`src/rtl/hitegg_game_ctrl_if.sv`:
```
// Control/status bundle between the hit-egg sequencer and its input debouncers / display drivers.
// The master side drives start/pause/hit pulses; the slave (sequencer) drives the game status.
interface hitegg_game_ctrl_if #(
  parameter int N_HOLES = 8
);
  logic               start;
  logic               pause;
  logic [N_HOLES-1:0] hit;
  logic [N_HOLES-1:0] egg;
  logic [5:0]         time_left;
  logic [7:0]         score;
  logic [1:0]         state;
  logic               tick;
  logic               over;

  modport master (
    output start, pause, hit,
    input  egg, time_left, score, state, tick, over
  );

  modport slave (
    input  start, pause, hit,
    output egg, time_left, score, state, tick, over
  );
endinterface

```
`src/rtl/hitegg_game_ctrl.sv`:
```
// Hit-egg game sequencer: IDLE/RUN/PAUSE/OVER FSM, seconds countdown, LFSR egg placement and scoring.
// Optional macro MISS_PENALTY_EN: a wrong-hole hit in RUN costs one point (saturating at 0).
module hitegg_game_ctrl #(
  parameter int TICK_DIV  = 1000,
  parameter int GAME_SECS = 60,
  parameter int N_HOLES   = 8,
  parameter int EGG_LIFE  = 700
) (
  input  logic            clk,
  input  logic            rst,
  hitegg_game_ctrl_if.slave bus
);

  localparam int IDX_W  = $clog2(N_HOLES);
  localparam int TICK_W = $clog2(TICK_DIV);
  localparam int EGG_W  = $clog2(EGG_LIFE);

  typedef enum logic [1:0] {
    S_IDLE  = 2'd0,
    S_RUN   = 2'd1,
    S_PAUSE = 2'd2,
    S_OVER  = 2'd3
  } state_e;

  state_e             state_q, state_d;
  logic [5:0]         time_left_q, time_left_d;
  logic [7:0]         score_q, score_d;
  logic [N_HOLES-1:0] egg_q, egg_d;
  logic [IDX_W-1:0]   hole_q, hole_d;
  logic [TICK_W-1:0]  presc_q, presc_d;
  logic [EGG_W-1:0]   egg_tmr_q, egg_tmr_d;
  logic [7:0]         lfsr_q, lfsr_d;
  logic               tick_q, tick_d;
  logic               over_q, over_d;

  logic [IDX_W-1:0]   cand_idx;
  logic [IDX_W-1:0]   respawn_idx;
  logic               hit_ok;

  function automatic logic [N_HOLES-1:0] onehot(input logic [IDX_W-1:0] idx);
    logic [N_HOLES-1:0] r;
    r      = '0;
    r[idx] = 1'b1;
    return r;
  endfunction

  function automatic logic [7:0] sat_inc(input logic [7:0] s);
    return (s == 8'hFF) ? s : s + 8'd1;
  endfunction

  function automatic logic [7:0] sat_dec(input logic [7:0] s);
    return (s == 8'h00) ? s : s - 8'd1;
  endfunction

  // A respawn never lands on the hole that was just lit
  assign cand_idx    = lfsr_q[IDX_W-1:0];
  assign respawn_idx = (cand_idx == hole_q) ? cand_idx + IDX_W'(1) : cand_idx;
  assign hit_ok      = |(bus.hit & egg_q);

  always_comb begin
    state_d     = state_q;
    time_left_d = time_left_q;
    score_d     = score_q;
    egg_d       = egg_q;
    hole_d      = hole_q;
    presc_d     = presc_q;
    egg_tmr_d   = egg_tmr_q;
    tick_d      = 1'b0;
    over_d      = over_q;
    lfsr_d      = {lfsr_q[6:0], lfsr_q[7] ^ lfsr_q[5] ^ lfsr_q[4] ^ lfsr_q[3]};

    unique case (state_q)
      S_IDLE: begin
        egg_d  = '0;
        over_d = 1'b0;
        if (bus.start) begin
          state_d     = S_RUN;
          time_left_d = 6'(GAME_SECS);
          score_d     = 8'd0;
          presc_d     = '0;
          egg_tmr_d   = '0;
          hole_d      = cand_idx;
          egg_d       = onehot(cand_idx);
        end
      end

      S_RUN: begin
        if (hit_ok) begin
          score_d = sat_inc(score_q);
`ifdef MISS_PENALTY_EN
        end else if (|bus.hit) begin
          score_d = sat_dec(score_q);
`endif
        end

        if (hit_ok || (egg_tmr_q == EGG_W'(EGG_LIFE - 1))) begin
          hole_d    = respawn_idx;
          egg_d     = onehot(respawn_idx);
          egg_tmr_d = '0;
        end else begin
          egg_tmr_d = egg_tmr_q + EGG_W'(1);
        end

        // The last second ending beats everything else in the same cycle
        if (presc_q == TICK_W'(TICK_DIV - 1)) begin
          presc_d     = '0;
          tick_d      = 1'b1;
          time_left_d = time_left_q - 6'd1;
          if (time_left_q == 6'd1) begin
            state_d = S_OVER;
            over_d  = 1'b1;
            egg_d   = '0;
          end
        end else begin
          presc_d = presc_q + TICK_W'(1);
        end

        if (bus.pause && (state_d == S_RUN)) begin
          state_d = S_PAUSE;
          egg_d   = '0;
        end
      end

      S_PAUSE: begin
        egg_d = '0;
        if (bus.pause) begin
          state_d = S_RUN;
          egg_d   = onehot(hole_q);
        end
      end

      S_OVER: begin
        egg_d       = '0;
        over_d      = 1'b1;
        time_left_d = 6'd0;
        if (bus.start) begin
          state_d     = S_IDLE;
          over_d      = 1'b0;
          time_left_d = 6'(GAME_SECS);
        end
      end

      default: state_d = S_IDLE;
    endcase
  end

  always_ff @(posedge clk or posedge rst) begin
    if (rst) begin
      state_q     <= S_IDLE;
      time_left_q <= 6'(GAME_SECS);
      score_q     <= 8'd0;
      egg_q       <= '0;
      hole_q      <= '0;
      presc_q     <= '0;
      egg_tmr_q   <= '0;
      lfsr_q      <= 8'hA5;
      tick_q      <= 1'b0;
      over_q      <= 1'b0;
    end else begin
      state_q     <= state_d;
      time_left_q <= time_left_d;
      score_q     <= score_d;
      egg_q       <= egg_d;
      hole_q      <= hole_d;
      presc_q     <= presc_d;
      egg_tmr_q   <= egg_tmr_d;
      lfsr_q      <= lfsr_d;
      tick_q      <= tick_d;
      over_q      <= over_d;
    end
  end

  assign bus.egg       = egg_q;
  assign bus.time_left = time_left_q;
  assign bus.score     = score_q;
  assign bus.state     = state_q;
  assign bus.tick      = tick_q;
  assign bus.over      = over_q;

endmodule

```
`src/flat_wrapper.sv`:
```
// flat-port wrapper written by rule: the top's interface ports become plain ports
module hitegg_game_ctrl_flat 
#(
  parameter int TICK_DIV  = 1000,
  parameter int GAME_SECS = 60,
  parameter int N_HOLES   = 8,
  parameter int EGG_LIFE  = 700
)
  (clk, rst, bus_start, bus_pause, bus_hit, bus_egg, bus_time_left, bus_score, bus_state, bus_tick, bus_over);
  hitegg_game_ctrl_if #(.N_HOLES(N_HOLES)) bus_i ();
  input  logic clk;
  input  logic rst;
  input wire logic [$bits(bus_i.start)-1:0] bus_start;
  input wire logic [$bits(bus_i.pause)-1:0] bus_pause;
  input wire logic [$bits(bus_i.hit)-1:0] bus_hit;
  output wire logic [$bits(bus_i.egg)-1:0] bus_egg;
  output wire logic [$bits(bus_i.time_left)-1:0] bus_time_left;
  output wire logic [$bits(bus_i.score)-1:0] bus_score;
  output wire logic [$bits(bus_i.state)-1:0] bus_state;
  output wire logic [$bits(bus_i.tick)-1:0] bus_tick;
  output wire logic [$bits(bus_i.over)-1:0] bus_over;
  assign bus_i.start = bus_start;
  assign bus_i.pause = bus_pause;
  assign bus_i.hit = bus_hit;
  assign bus_egg = bus_i.egg;
  assign bus_time_left = bus_i.time_left;
  assign bus_score = bus_i.score;
  assign bus_state = bus_i.state;
  assign bus_tick = bus_i.tick;
  assign bus_over = bus_i.over;
  hitegg_game_ctrl #(.TICK_DIV(TICK_DIV), .GAME_SECS(GAME_SECS), .N_HOLES(N_HOLES), .EGG_LIFE(EGG_LIFE)) u_core (.clk(clk), .rst(rst), .bus(bus_i));
endmodule
```
`config.mk`:
```
export PLATFORM = sky130hd
export DESIGN_NAME = hitegg_game_ctrl_flat
export DESIGN_NICKNAME = d
export VERILOG_FILES = /design/src/rtl/hitegg_game_ctrl_if.sv /design/src/rtl/hitegg_game_ctrl.sv /design/src/flat_wrapper.sv
export SDC_FILE = /design/constraint.sdc
export NUM_CORES = 1
export LEC_CHECK = 0
export CAP_MARGIN = 15
export CORE_UTILIZATION = 50
export DETAILED_ROUTE_END_ITERATION = 10
export GPL_TIMING_DRIVEN = 0
export PLACE_DENSITY = 0.76
export RECOVER_POWER = 50
export SYNTH_ARGS = -nofsm -noshare
export SYNTH_HDL_FRONTEND = slang
export SYNTH_SLANG_ARGS = --single-unit
```
`constraint.sdc`:
```
create_clock -name clk -period 1.9 [get_ports clk]
set_input_delay 0.285 -clock clk [delete_from_list [all_inputs] [get_ports clk]]
set_output_delay 0.285 -clock clk [all_outputs]
set_load 0.01 [all_outputs]
```
---- Word level (Yosys, flattened, before mapping) ----
Cells that the tools add are included.
storage, ports and cells
  register bits after elaboration ......... 57
  input bits .............................. 12
  output and inout port bits .............. 26
  word-level logic and storage cells ...... 101
operators by class
  add/subtract/negate cells ............... 5
  order comparisons ....................... 6
  eq/ne operators ......................... 17
  muxes and demuxes ....................... 44
  bitwise gates (word level) .............. 4
  reduce and logical (&&, ||, !) cells .... 15
operators by type and width
  kind                                                  number
  two-way mux 8 bit                                     9
  one-hot mux 10 bit (2 select lines)                   2
  one-hot mux 8 bit (4 select lines)                    1
  two-way mux 10 bit                                    3
  adder 10 x 1 -> 10 bit (second input constant)        2
  == test 10 bit (second input constant)                2
  two-way mux 6 bit                                     3
  one-hot mux 6 bit (3 select lines)                    1
  one-hot mux 8 bit (2 select lines)                    1
  two-way mux 2 bit                                     7
  < comparator 3 x 4 -> 1 bit (second input constant)   3
  AND reduction 3 bit                                   4
  demux 1 bit (select 3 bit)                            3
  >= comparator 3 x 1 -> 1 bit (second input constant)  3
  two-way mux 3 bit                                     3
  adder 8 x 1 -> 8 bit (second input constant)          1
  bitwise AND 8 bit                                     1
  == test 8 bit (second input constant)                 1
  two-way mux 1 bit                                     8
  != test 2 x 1 -> 1 bit (second input constant)        4
  != test 2 bit (second input constant)                 4
  one-hot mux 2 bit (4 select lines)                    1
  OR reduction 8 bit                                    1
  == test 6 x 1 -> 1 bit (second input constant)        1
  15 further kinds                                      22

---- Depth between registers and ports, before layout ----
Gate-level depths: netlist of the first run.
  word-level depth ........................ 11
  gate-level depth with buffers ........... 8
  gate-level depth less buffers ........... 6

---- Worst setup path before layout of the first run ----
No wires, ideal clock.
  kind .................................... reg-to-reg
  start ................................... reg u_core.egg_tmr_q[2]
  end ..................................... reg u_core.egg_tmr_q[6]
  setup time .............................. 138 ps
  arrival time ............................ 1,794 ps
  required time ........................... 1,762 ps
  setup slack ............................. -33 ps
  cell stages (with the launch flop) ...... 8
  buffers on the path ..................... 2
  clock period less this slack ............ 1,933 ps
  cell sequence ........................... dfrtp_1 nor4b_2 or3b_4 and3_1 buf_6 buf_6 a41oi_1 a31oi_1
between the ends
  cells in the longest elaborated chain, start to end .. 4
  elaborated cells between the ends (all ways) .. 5
  classes of those cells .................. add/sub: 1; eq/ne: 1; mux: 2; reduce/logical: 1
ends and longest elaborated chain
  what                                                                            RTL line                 RTL
  start, declared                                                                 hitegg_game_ctrl.sv:31   logic [EGG_W-1:0] egg_tmr_q, egg_tmr_d;
  start signal, assigned                                                          hitegg_game_ctrl.sv:166  egg_tmr_q <= egg_tmr_d;
  parallel branches: the longest is 2 deep, another holds adder 10 x 1 -> 10 bit  -
  two-way mux 10 bit (*)                                                          hitegg_game_ctrl.sv:96   if (hit_ok || (egg_tmr_q == EGG_W'(EGG_LIFE - 1))) begin
  one-hot mux 10 bit (2 select lines) (*)                                         hitegg_game_ctrl.sv:72   unique case (state_q)
Mark *: on every way between the ends.
A chain may end at the register's enable or synchronous reset.

---- Worst setup path in the final report of the first run ----
  start ................................... reg u_core.egg_tmr_q[2]
  end ..................................... reg u_core.hole_q[2]
between the ends
  cells in the longest elaborated chain, start to end .. 4
ends and longest elaborated chain
  what                              RTL line                 RTL
  == test 10 bit                    hitegg_game_ctrl.sv:96
  logical OR 1 bit                  hitegg_game_ctrl.sv:96
  != test 2 x 1 -> 1 bit (no line)  -
  AND reduction 3 bit (no line)     -
  end signal, assigned              hitegg_game_ctrl.sv:164  hole_q <= hole_d;
  end, declared                     hitegg_game_ctrl.sv:29   logic [IDX_W-1:0] hole_q, hole_d;
No other way between the ends.

==> flow_metrics.py, run 1 <==
metrics = {
    "synthesis": {
        "synthMuxAreaShare_pct": 0.9831,
        "ys_warn_count": 0,
        "synth.distinct_cells": 59,
        "netlist_area_um2": 3182,
        "synth-simple-area-share_pct": 23.44,
        "async_reset_ff_share_pct": 100.0,
        "yosysSeqAreaShare_pct": 45.14,
        "synth_nets": 361,
        "synth_top_family_by_area": "simple AND/OR/NAND/NOR gates",
        "synth_edf_count": 0,
        "syn_inst": 343,
        "synth_adder_area_share_pct": 2.359,
        "synthFlopType": "dfrtp_1",
        "ys_ff_latch": 57,
        "synth-compound-area-share_pct": 20.96,
        "synth_xor_area_share_pct": 4.129,
        "syn_area_per_cell_um2": 9.276,
    },
    "cells_and_area": {
        "antennaDiodeCount": 0,
        "areaGrowthSynthToFinish_pct": 32.68,
        "drive_gt1_share_pct": 22.03,
        "final_cells": 488,
        "final_nets": 426,
    },
    "clock_network": {
        "root_buffer": "clkbuf_8",
        "numCtsBuffers": 9,
        "tritoncts": "yes",
        "clk_pin_slew_worst_paths_ns": 0.06,
        "htreeDepth": 3,
        "clock_path_buffers": 2,
        "clkLatencyLatePin_ns": 0.33,
        "cts_sinks": 57,
        "postCtsHoldBufs": 0,
    },
    "route": {
        "drc_errors": 0,
        "via_count": 2983,
        "wl_per_cell_um": 16.71,
        "dr.pass1.iters": 5,
        "drt-total-wl_um": 8153,
        "initialDrtViolationCount": 209,
        "vias_per_cell": 6.113,
        "ant_nets": 0,
    },
    "timing": {
        "finalSetupViolations": 1,
        "finalCritPeriodShare_pct": 102.0,
        "fmax_mhz": 515.9,
        "hold_viol": 0,
        "holdWs_ns": 0.3589,
        "finalWorstSetupSlack_ns": -0.03836,
        "slew_headroom_pct": 51.59,
        "max_slew.worst_pin.slew_ns": 0.7254,
        "fin_skew_ns": 0.009645,
        "min_period_ns": 1.938,
        "rsz0062_at_grt": "true",
        "slew_viol_final": 0,
    },
    "placement": {
        "io_buffers": 37,
        "dp_hpwl_um": 5329,
        "finalWeightedCongestion": 0.8446,
        "dp_cells": 456,
    },
    "worst_setup_path": {
        "r2r-start": "u_core.egg_tmr_q[2]",
        "crit_type": "reg -> reg",
        "crit_path_end_kind": "flop",
        "worstPathArrival_ns": 2.19,
        "path_buf_inv": 0,
        "reg2reg_to": "u_core.hole_q[2]",
        "critPathMaxStageDelay_ns": 0.46,
        "r2r_slack_ns": -0.04,
        "crit_fanout": 5,
        "path_cells": "nor4b_4 > or3b_4 > a31o_4 > or3_4 > o211ai_2",
        "startpoint_type": "flop",
        "critPathRequiredTime_ns": 2.16,
        "worstRegToRegCells": 5,
        "crit_family": "simple AND/OR/NAND/NOR gates",
        "worst_path_max_delay_cell": "dfrtp_2",
    },
    "die": {
        "die_w_um": 81.77,
        "design.core.area_um2": 6026,
        "rows": 28,
        "die_area_um2": 6686,
        "initial_core_util_pct": 52.80,
        "io-pin-count": 38,
        "die_h_um": 81.77,
    },
    "power_and_ir_drop": {
        "p_per_area_nw_per_um2": 1083,
        "p_leak_nw": 1.730,
        "peakVddDrop_v": 0.0007903,
    },
    "global_route": {
        "grt_max_degree": 41,
        "grt_pass1_vias": 2621,
        "grt.total_usage_pct": 25.40,
        "antenna_found_initial": 0,
        "overflow": 0,
        "grt_pass1_wl_um": 12700,
    },
    "flow_run": {
        "max-cap-violations": 0,
    },
    "outcome": {
        "violations": "setup timing",
        "status": "complete, but fails checks",
    },
    "min_path": {
        "holdPathEnd": "u_core.lfsr_q[7]",
        "hold_depth": 0,
        "hold_path_class": "reg -> reg",
        "hp-start": "u_core.lfsr_q[6]",
    },
}
-- Yosys cell counts, types with 4 or more instances --
master    count  share of area, %
a221o_1       8               2.5
xnor2_1       8               2.2
o21ai_0      28               4.4
a21oi_1      13               2.0
clkbuf_1     12               1.4
nand4_1       7               1.4
a22oi_1       4              0.94
nand2_1      40               4.7
dfstp_2       8               6.6
ha_1          6               2.4
a31oi_1       7               1.4
or3_1         6               1.2
dfrtp_1      49                39
xor2_1        7               1.9
nand3_1      20               3.1
nand2b_1      7               1.4
inv_1         6              0.71
and3_1        9               1.8
nor2_1       24               2.8
nor3_1        7               1.1
o22ai_1       9               1.8
o221ai_1      4               1.1
-- timing repair --
item | in CTS | in global routing
gates cloned | 1 | 0
setup buffers | 6 | 14
setup endpoints to repair | 35 | 26
pin swaps | 5 | 7
resized for setup | 21 | 36
-- per-stage QoR --
stage                     utilization, %   TNS, ns  total power, mW  cell area, µm²  worst slack [ns]
after floorplan                        -         0            2.595            3182          0.002027
final                              70.06  -0.03836            4.571            4222          -0.03836
after detailed placement           60.84    -8.184            3.137            3666           -0.5244
after CTS                          66.24         0            4.321            3991          0.003565
after global placement             60.51    -47.11            3.102            3646           -0.7695
after global routing               70.06   -0.2728            4.828            4222          -0.07425
-- layer usage --
metal  vias up  wire length [µm]  track usage, %
li1       1416                 -               -
met1      1464              3645           34.68
met2        87              3943           38.76
met3        16               417           4.111
met4         0               146           12.98
met5         -                 0               0
-- flip-flops by register name, summed over array words and instances, names as in the netlist --
| signal | count |
|---|---|
| u_core.bus.egg | 8 |
| u_core.bus.over | 1 |
| u_core.bus.tick | 1 |
| u_core.bus.time_left | 6 |
| u_core.bus.state | 2 |
| u_core.bus.score | 8 |
| u_core.presc_q | 10 |
| u_core.lfsr_q | 8 |
| u_core.egg_tmr_q | 10 |
| u_core.hole_q | 3 |
-- kinds of logic after synthesis --
logic type | after synthesis
flops | 57
compound gates | 97
fa+ha+maj | 6
simple gates | 144
xor+xnor | 15
mux | 3
buf+inv | 21
-- worst max-delay path by stage --
stage	from	to	slack, ns	depth (start not counted)
after floorplan	u_core.egg_tmr_q[6]	u_core.egg_tmr_q[6]	0.002	7
after global placement	rst	u_core.bus.over	-0.77	2
after detailed placement	bus_start	u_core.bus.score[5]	-0.52	7
after CTS	u_core.presc_q[0]	u_core.bus.egg[7]	0.004	6
after global routing	u_core.egg_tmr_q[2]	u_core.hole_q[2]	-0.07	5
final	u_core.egg_tmr_q[2]	u_core.hole_q[2]	-0.04	5
-- worst reg2reg max path, cell delays in order (launching register included) --
cell and delay, ns:
dfrtp_2 0.46, nor4b_4 0.31, or3b_4 0.44, a31o_4 0.26
or3_4 0.33, o211ai_2 0.07
-- report_power, final --
part | switching [mW] | leakage, nW | internal [mW]
registers | 0.225 | 0.753 | 1.40
clock network | 0.473 | 0.102 | 0.612
logic | 1.03 | 0.874 | 0.827
-- cell type report --
| cell class | count | area [µm²] |
|---|---|---|
| buffer | 10 | 53.80 |
| fill | 463 | 1804 |
| tap | 75 | 93.84 |
| sequential | 57 | 1439 |
| multi-input combinational | 265 | 1868 |
| clock buffer | 14 | 182.7 |
| inverter | 6 | 22.52 |
| timing repair buffer | 59 | 551.8 |
| clock inverter | 2 | 10.01 |
-- placed cells by master (no fill, tap or decap), types with 3 or more instances in the layout --
cell,netlist,final
nand4_1,7,7
o22ai_1,9,9
dfrtp_1,49,47
a31oi_1,7,7
a221o_1,8,8
o221ai_1,4,3
a41oi_2,0,3
a22o_1,3,3
clkdlybuf4s50_1,0,36
nor2_1,24,21
o21ai_0,28,27
inv_1,6,6
xnor2_1,8,7
o211ai_1,3,3
a21oi_1,13,11
a22oi_1,4,4
and3_1,9,8
xor2_1,7,7
ha_4,0,3
nor3_1,7,6
buf_4,0,21
nand3_1,20,19
clkbuf_2,0,3
clkbuf_8,0,13
dfstp_2,8,6
or3_1,6,5
nand2b_1,7,6
clkbuf_1,12,5
nand2_1,40,39
Note: power is estimated with default switching activity, not from simulation.
==> run 2: changes to the inputs <==
Settings changed: CORE_UTILIZATION 50 to 53.
Clock period 1.9 ns to 1.8 ns, I/O delays scaled along.
==> run 2 against run 1 <==
Effect of this change:
- the run still ends with setup timing left
- flip-flop and latch count unchanged
- via count increased by 2.2%
- global-route usage grew 2.7 points
- count of clock-buffer cells in the layout stayed put
- power increased by 8.9%
- sequential share of layout area is 0.21 points higher
- register-to-register slack worse by 0.11 ns
- critical path type unchanged
==> flow_metrics.py, run 2 (synthesis gave the netlist of run 1 again) <==
metrics = {
    "clock_network": {
        "cts_sinks": 57,
        "htreeDepth": 3,
        "clock_path_buffers": 2,
        "postCtsHoldBufs": 0,
        "root_buffer": "clkbuf_8",
        "clk_pin_slew_worst_paths_ns": 0.07,
        "clkLatencyLatePin_ns": 0.35,
        "numCtsBuffers": 9,
        "tritoncts": "yes",
    },
    "cells_and_area": {
        "largestRegisters": "u_core.egg_tmr_q (10), u_core.presc_q (10)",
        "layout_commonest_cell": "dfrtp_1",
        "fillCellCount": 389,
        "final_area_um2": 4199,
        "final_cells": 484,
        "final_nets": 425,
        "drive_gt1_share_pct": 22.33,
        "final_cell_mix": "dfrtp_1 (46), nand2_1 (37), clkdlybuf4s50_1 (35)",
        "antennaDiodeCount": 0,
        "register_area_um2": 1440,
        "multiInputGateArea_um2": 1848,
        "areaGrowthSynthToFinish_pct": 31.97,
    },
    "route": {
        "ant_nets": 0,
        "drc_errors": 0,
        "drt-total-wl_um": 8605,
        "via_count": 3049,
        "wl_per_cell_um": 17.78,
        "dr.pass1.iters": 7,
        "initialDrtViolationCount": 281,
        "vias_per_cell": 6.300,
    },
    "die": {
        "die_h_um": 79.48,
        "initial_core_util_pct": 56.40,
        "die_w_um": 79.48,
        "die_area_um2": 6317,
        "io-pin-count": 38,
        "design.core.area_um2": 5642,
        "rows": 27,
    },
    "global_route": {
        "overflow": 0,
        "grt.total_usage_pct": 28.12,
        "grt_pass1_vias": 2788,
        "antenna_found_initial": 0,
        "grt_max_degree": 41,
        "grt_pass1_wl_um": 13600,
    },
    "min_path": {
        "hold_path_class": "reg -> reg",
    },
    "timing": {
        "finalCritPeriodShare_pct": 108.1,
        "hold_viol": 0,
        "slew_viol_final": 0,
        "rsz0062_at_grt": "true",
        "finalSetupTns_ns": -1.211,
        "fin_skew_ns": 0.008408,
        "fmax_mhz": 513.8,
        "finalWorstSetupSlack_ns": -0.1464,
        "min_period_ns": 1.946,
        "max_slew.worst_pin.slew_ns": 0.6796,
        "slew_headroom_pct": 54.64,
        "finalSetupViolations": 20,
    },
    "worst_setup_path": {
        "crit_path_end_kind": "flop",
        "crit_type": "reg -> reg",
        "path_cells": "nor4b_4 > or3b_4 > a31o_4 > or3_1 > o211ai_2",
        "worst_path_max_delay_cell": "or3b_4",
        "crit_fanout": 4,
        "crit_family": "simple AND/OR/NAND/NOR gates",
        "worstPathArrival_ns": 2.21,
        "startpoint_type": "flop",
        "critPathRequiredTime_ns": 2.07,
        "r2r_slack_ns": -0.15,
        "path_buf_inv": 0,
        "critPathMaxStageDelay_ns": 0.45,
    },
    "placement": {
        "dp_cells": 453,
        "dp_slack_ns": -0.6078,
        "dp_hpwl_um": 5487,
        "finalWeightedCongestion": 0.8715,
        "placed_area_um2": 3681,
        "io_buffers": 37,
    },
    "power_and_ir_drop": {
        "peakVddDrop_v": 0.0008220,
        "seqPwrFrac_pct": 34.0,
        "clkPwrFrac_pct": 23.5,
        "p_comb_share_pct": 42.5,
        "internal-power_mw": 3.071,
        "switching_share_pct": 38.33,
        "p_leak_nw": 1.738,
        "power_mw": 4.980,
        "p_switching_mw": 1.909,
        "p_per_area_nw_per_um2": 1186,
    },
    "outcome": {
        "violations": "setup timing",
        "status": "complete, but fails checks",
    },
    "flow_run": {
        "max-cap-violations": 0,
    },
}
run 2: cell count changes in the layout (fill, tap and decap cells not counted), moves of 2 or more:
cell     previous run  this run
nand2_2             1         3
buf_4              21        18
o21ai_0            27        25
nand2_1            39        37
run 2: per-stage QoR:
step | util [%] | hold WS [ns]
CTS | 71.72 | 0.2424
finish | 74.43 | 0.3698
global route | 74.43 | 0.3718
global placement | 64.89 | 0.3337
detailed placement | 65.25 | 0.3568
floorplan | - | 0.3330
run 2: power by group through the flow:
stage	combinational [mW]	clock (mW)	sequential (mW)
finish	2.11	1.17	1.69
global route	2.29	1.25	1.71
detailed placement	1.63	0	1.70
global placement	1.59	0	1.69
CTS	1.81	1.17	1.68
floorplan	1.06	0	1.69
run 2: worst paths after layout:
kind                                     start                   to  cells after the start
max in group asynchronous                  rst  u_core.bus.state[0]                      3
setup / recovery           u_core.egg_tmr_q[6]     u_core.hole_q[2]                      5
hold / removal                u_core.lfsr_q[6]     u_core.lfsr_q[7]                      0
min in group asynchronous                  rst      u_core.bus.tick                      2
setup reg to reg           u_core.egg_tmr_q[6]     u_core.hole_q[2]                      5
hold reg to reg               u_core.lfsr_q[6]     u_core.lfsr_q[7]                      0
run 2: routing by layer:
metal  vias up  wire length (µm)  GRT usage, %
met1      1494              3710         37.87
li1       1421                 -             -
met2       112              4245         43.93
met3        22               475         5.829
met5         -                 0             0
met4         0               174         11.45
run 2: timing repair:
action                                  CTS  global route
cloned                                    1             0
pin swaps                                 9             4
setup buffers                            11             8
resized for setup                        29            27
hold endpoints to repair                  0             0
endpoints found under the setup margin   33            36
run 2: final cells by class:
class / count / share of cell area (%)
Buffer: 10 / 1.311
Clock buffer: 14 / 4.350
Clock inverter: 2 / 0.2384
Inverter: 6 / 0.5364
Multi-Input combinational cell: 265 / 44.01
Sequential cell: 57 / 34.30
Tap cell: 72 / 2.145
Timing Repair Buffer: 58 / 13.11
==> run 3: changes to the inputs <==
Settings changed: MAX_ROUTING_LAYER set to met4, SLEW_MARGIN set to 20.
==> run 3 against run 2 <==
Effect of this change:
- the flow still finishes with violations (setup timing)
- first-iteration DRC count fell by 0.71%
- via count increased by 0.79%
- fmax up 3.1%
- flip-flop and latch count unchanged
- wire length rose by 1.5%
- global-route usage is 1.6 points higher
- cell count up 0.21%
- die area did not move
- sequential power about the same
- design area increased by 1.3%
- critical endpoint unchanged
- highest routed layer unchanged
==> flow_metrics.py, run 3 (synthesis gave the netlist of run 1 again) <==
metrics = {
    "global_route": {
        "grt_max_degree": 58,
        "antenna_found_initial": 0,
        "grt_pass1_wl_um": 13970,
        "grt.total_usage_pct": 29.73,
        "overflow": 0,
        "grt_pass1_vias": 2850,
    },
    "route": {
        "initialDrtViolationCount": 279,
        "ant_nets": 0,
        "dr.pass1.iters": 5,
        "drc_errors": 0,
        "via_count": 3073,
        "wl_per_cell_um": 18.02,
        "vias_per_cell": 6.336,
        "drt-total-wl_um": 8738,
    },
    "clock_network": {
        "clk_pin_slew_worst_paths_ns": 0.07,
        "clkLatencyLatePin_ns": 0.35,
        "htreeDepth": 3,
        "tritoncts": "yes",
        "clock_path_buffers": 2,
        "numCtsBuffers": 9,
        "postCtsHoldBufs": 0,
        "root_buffer": "clkbuf_8",
        "cts_sinks": 57,
    },
    "cells_and_area": {
        "layout_commonest_cell": "dfrtp_1",
        "fillCellCount": 395,
        "drive_gt1_share_pct": 24.70,
        "largestRegisters": "u_core.egg_tmr_q (10), u_core.presc_q (10)",
        "areaGrowthSynthToFinish_pct": 33.74,
        "final_cells": 485,
        "final_cell_mix": "dfrtp_1 (46), nand2_1 (37), clkdlybuf4s50_1 (35)",
        "antennaDiodeCount": 0,
        "final_nets": 426,
    },
    "die": {
        "die_h_um": 79.48,
        "io-pin-count": 38,
        "die_w_um": 79.48,
        "die_area_um2": 6317,
        "design.core.area_um2": 5642,
        "rows": 27,
        "initial_core_util_pct": 56.40,
    },
    "timing": {
        "hold_viol": 0,
        "finalWorstSetupSlack_ns": -0.08752,
        "min_period_ns": 1.888,
        "slew_headroom_pct": 21.79,
        "fmax_mhz": 529.8,
        "finalSetupViolations": 15,
        "finalCritPeriodShare_pct": 104.9,
        "max_slew.worst_pin.slew_ns": 1.171,
        "fin_skew_ns": 0.009872,
        "rsz0062_at_grt": "true",
        "slew_viol_final": 0,
        "holdWs_ns": 0.3827,
    },
    "worst_setup_path": {
        "crit_type": "reg -> reg",
        "critPathRequiredTime_ns": 2.06,
        "startpoint_type": "flop",
        "crit_path_end_kind": "flop",
        "r2r_slack_ns": -0.09,
        "worstPathArrival_ns": 2.15,
        "reg2reg_to": "u_core.hole_q[2]",
        "crit_fanout": 4,
        "worstRegToRegCells": 5,
        "r2r-start": "u_core.egg_tmr_q[8]",
    },
    "outcome": {
        "violations": "setup timing",
        "status": "complete, but fails checks",
    },
    "placement": {
        "finalWeightedCongestion": 0.8858,
        "io_buffers": 37,
        "dp_hpwl_um": 5464,
        "dp_cells": 452,
    },
    "min_path": {
        "hold_path_class": "reg -> reg",
        "hp-start": "u_core.lfsr_q[6]",
        "holdPathEnd": "u_core.lfsr_q[7]",
        "hold_depth": 0,
    },
    "power_and_ir_drop": {
        "internal-power_mw": 3.133,
        "seqPwrFrac_pct": 33.5,
        "p_leak_nw": 1.755,
        "clkPwrFrac_pct": 25.4,
        "switching_share_pct": 37.88,
        "p_per_area_nw_per_um2": 1185,
        "p_comb_share_pct": 41.1,
        "peakVddDrop_v": 0.0008276,
        "p_switching_mw": 1.911,
    },
    "flow_run": {
        "max-cap-violations": 0,
    },
}
==> run 3: cell types whose count changed in the layout (fill, tap and decap cells not counted), sizes merged <==
cell / before / now
bufinv: 0 / 1
clkbuf: 22 / 23
clkinv: 2 / 1
==> run 3: per-layer routing <==
layer / routed length [µm] / global-route usage, %
met5: 0 / -
met4: 213 / 13.27
met3: 451 / 6.514
met2: 4252 / 45.21
met1: 3821 / 37.99
==> run 3: timing repair <==
action                     4_1_cts  5_1_grt
setup endpoints to repair       34       29
pin swaps                        8        7
cloned                           1        0
buffers inserted                14        7
gates resized for setup         32       33
==> run 3: how the worst max path moves through the flow <==
stage | startpoint | endpoint | cells after the start
2_1_floorplan | u_core.egg_tmr_q[6] | u_core.egg_tmr_q[6] | 7
3_3_place_gp | rst | u_core.bus.score[3] | 2
3_5_place_dp | bus_start | u_core.bus.score[4] | 7
4_1_cts | u_core.egg_tmr_q[8] | u_core.hole_q[2] | 5
5_1_grt | u_core.egg_tmr_q[8] | u_core.hole_q[2] | 5
6_report | u_core.egg_tmr_q[8] | u_core.hole_q[2] | 5
==> run 3: critical path, stage by stage, from the launching register on <==
cell	delay (ns)
dfrtp_1	0.41
nor4b_4	0.29
or3b_4	0.44
a31o_4	0.26
or3_4	0.32
o211ai_2	0.07
==> run 3: power by group through the flow <==
stage | clock [mW] | sequential (mW) | combinational, mW
after floorplan | 0 | 1.69 | 1.06
after global placement | 0 | 1.69 | 1.59
after global routing | 1.35 | 1.71 | 2.25
final | 1.28 | 1.69 | 2.07
after CTS | 1.28 | 1.68 | 1.85
after detailed placement | 0 | 1.70 | 1.63
==> run 3: final cells by class <==
class / count / area, µm² / share of cell area, %
plain buffers: 10 / 57.56 / 1.353
flip-flops and latches: 57 / 1440 / 33.84
multi-input cells: 265 / 1899 / 44.63
clock buffers: 14 / 172.7 / 4.058
clock inverters: 2 / 35.03 / 0.8233
inverters: 6 / 22.52 / 0.5293
well taps: 72 / 90.09 / 2.117
repair buffers: 59 / 538.0 / 12.64
==> run 3: through the flow <==
step / setup slack (ns) / area, µm² / utilization [%] / power (mW) / setup TNS [ns]
6_report: -0.08752 / 4255 / 75.43 / 5.044 / -0.4691
5_1_grt: -0.1359 / 4255 / 75.43 / 5.308 / -1.588
4_1_cts: -0.06759 / 4091 / 72.52 / 4.801 / -0.2947
3_5_place_dp: -0.6107 / 3664 / 64.94 / 3.326 / -10.89
3_3_place_gp: -0.8822 / 3661 / 64.89 / 3.284 / -55.43
2_1_floorplan: -0.02391 / 3201 / - / 2.753 / -0.09737
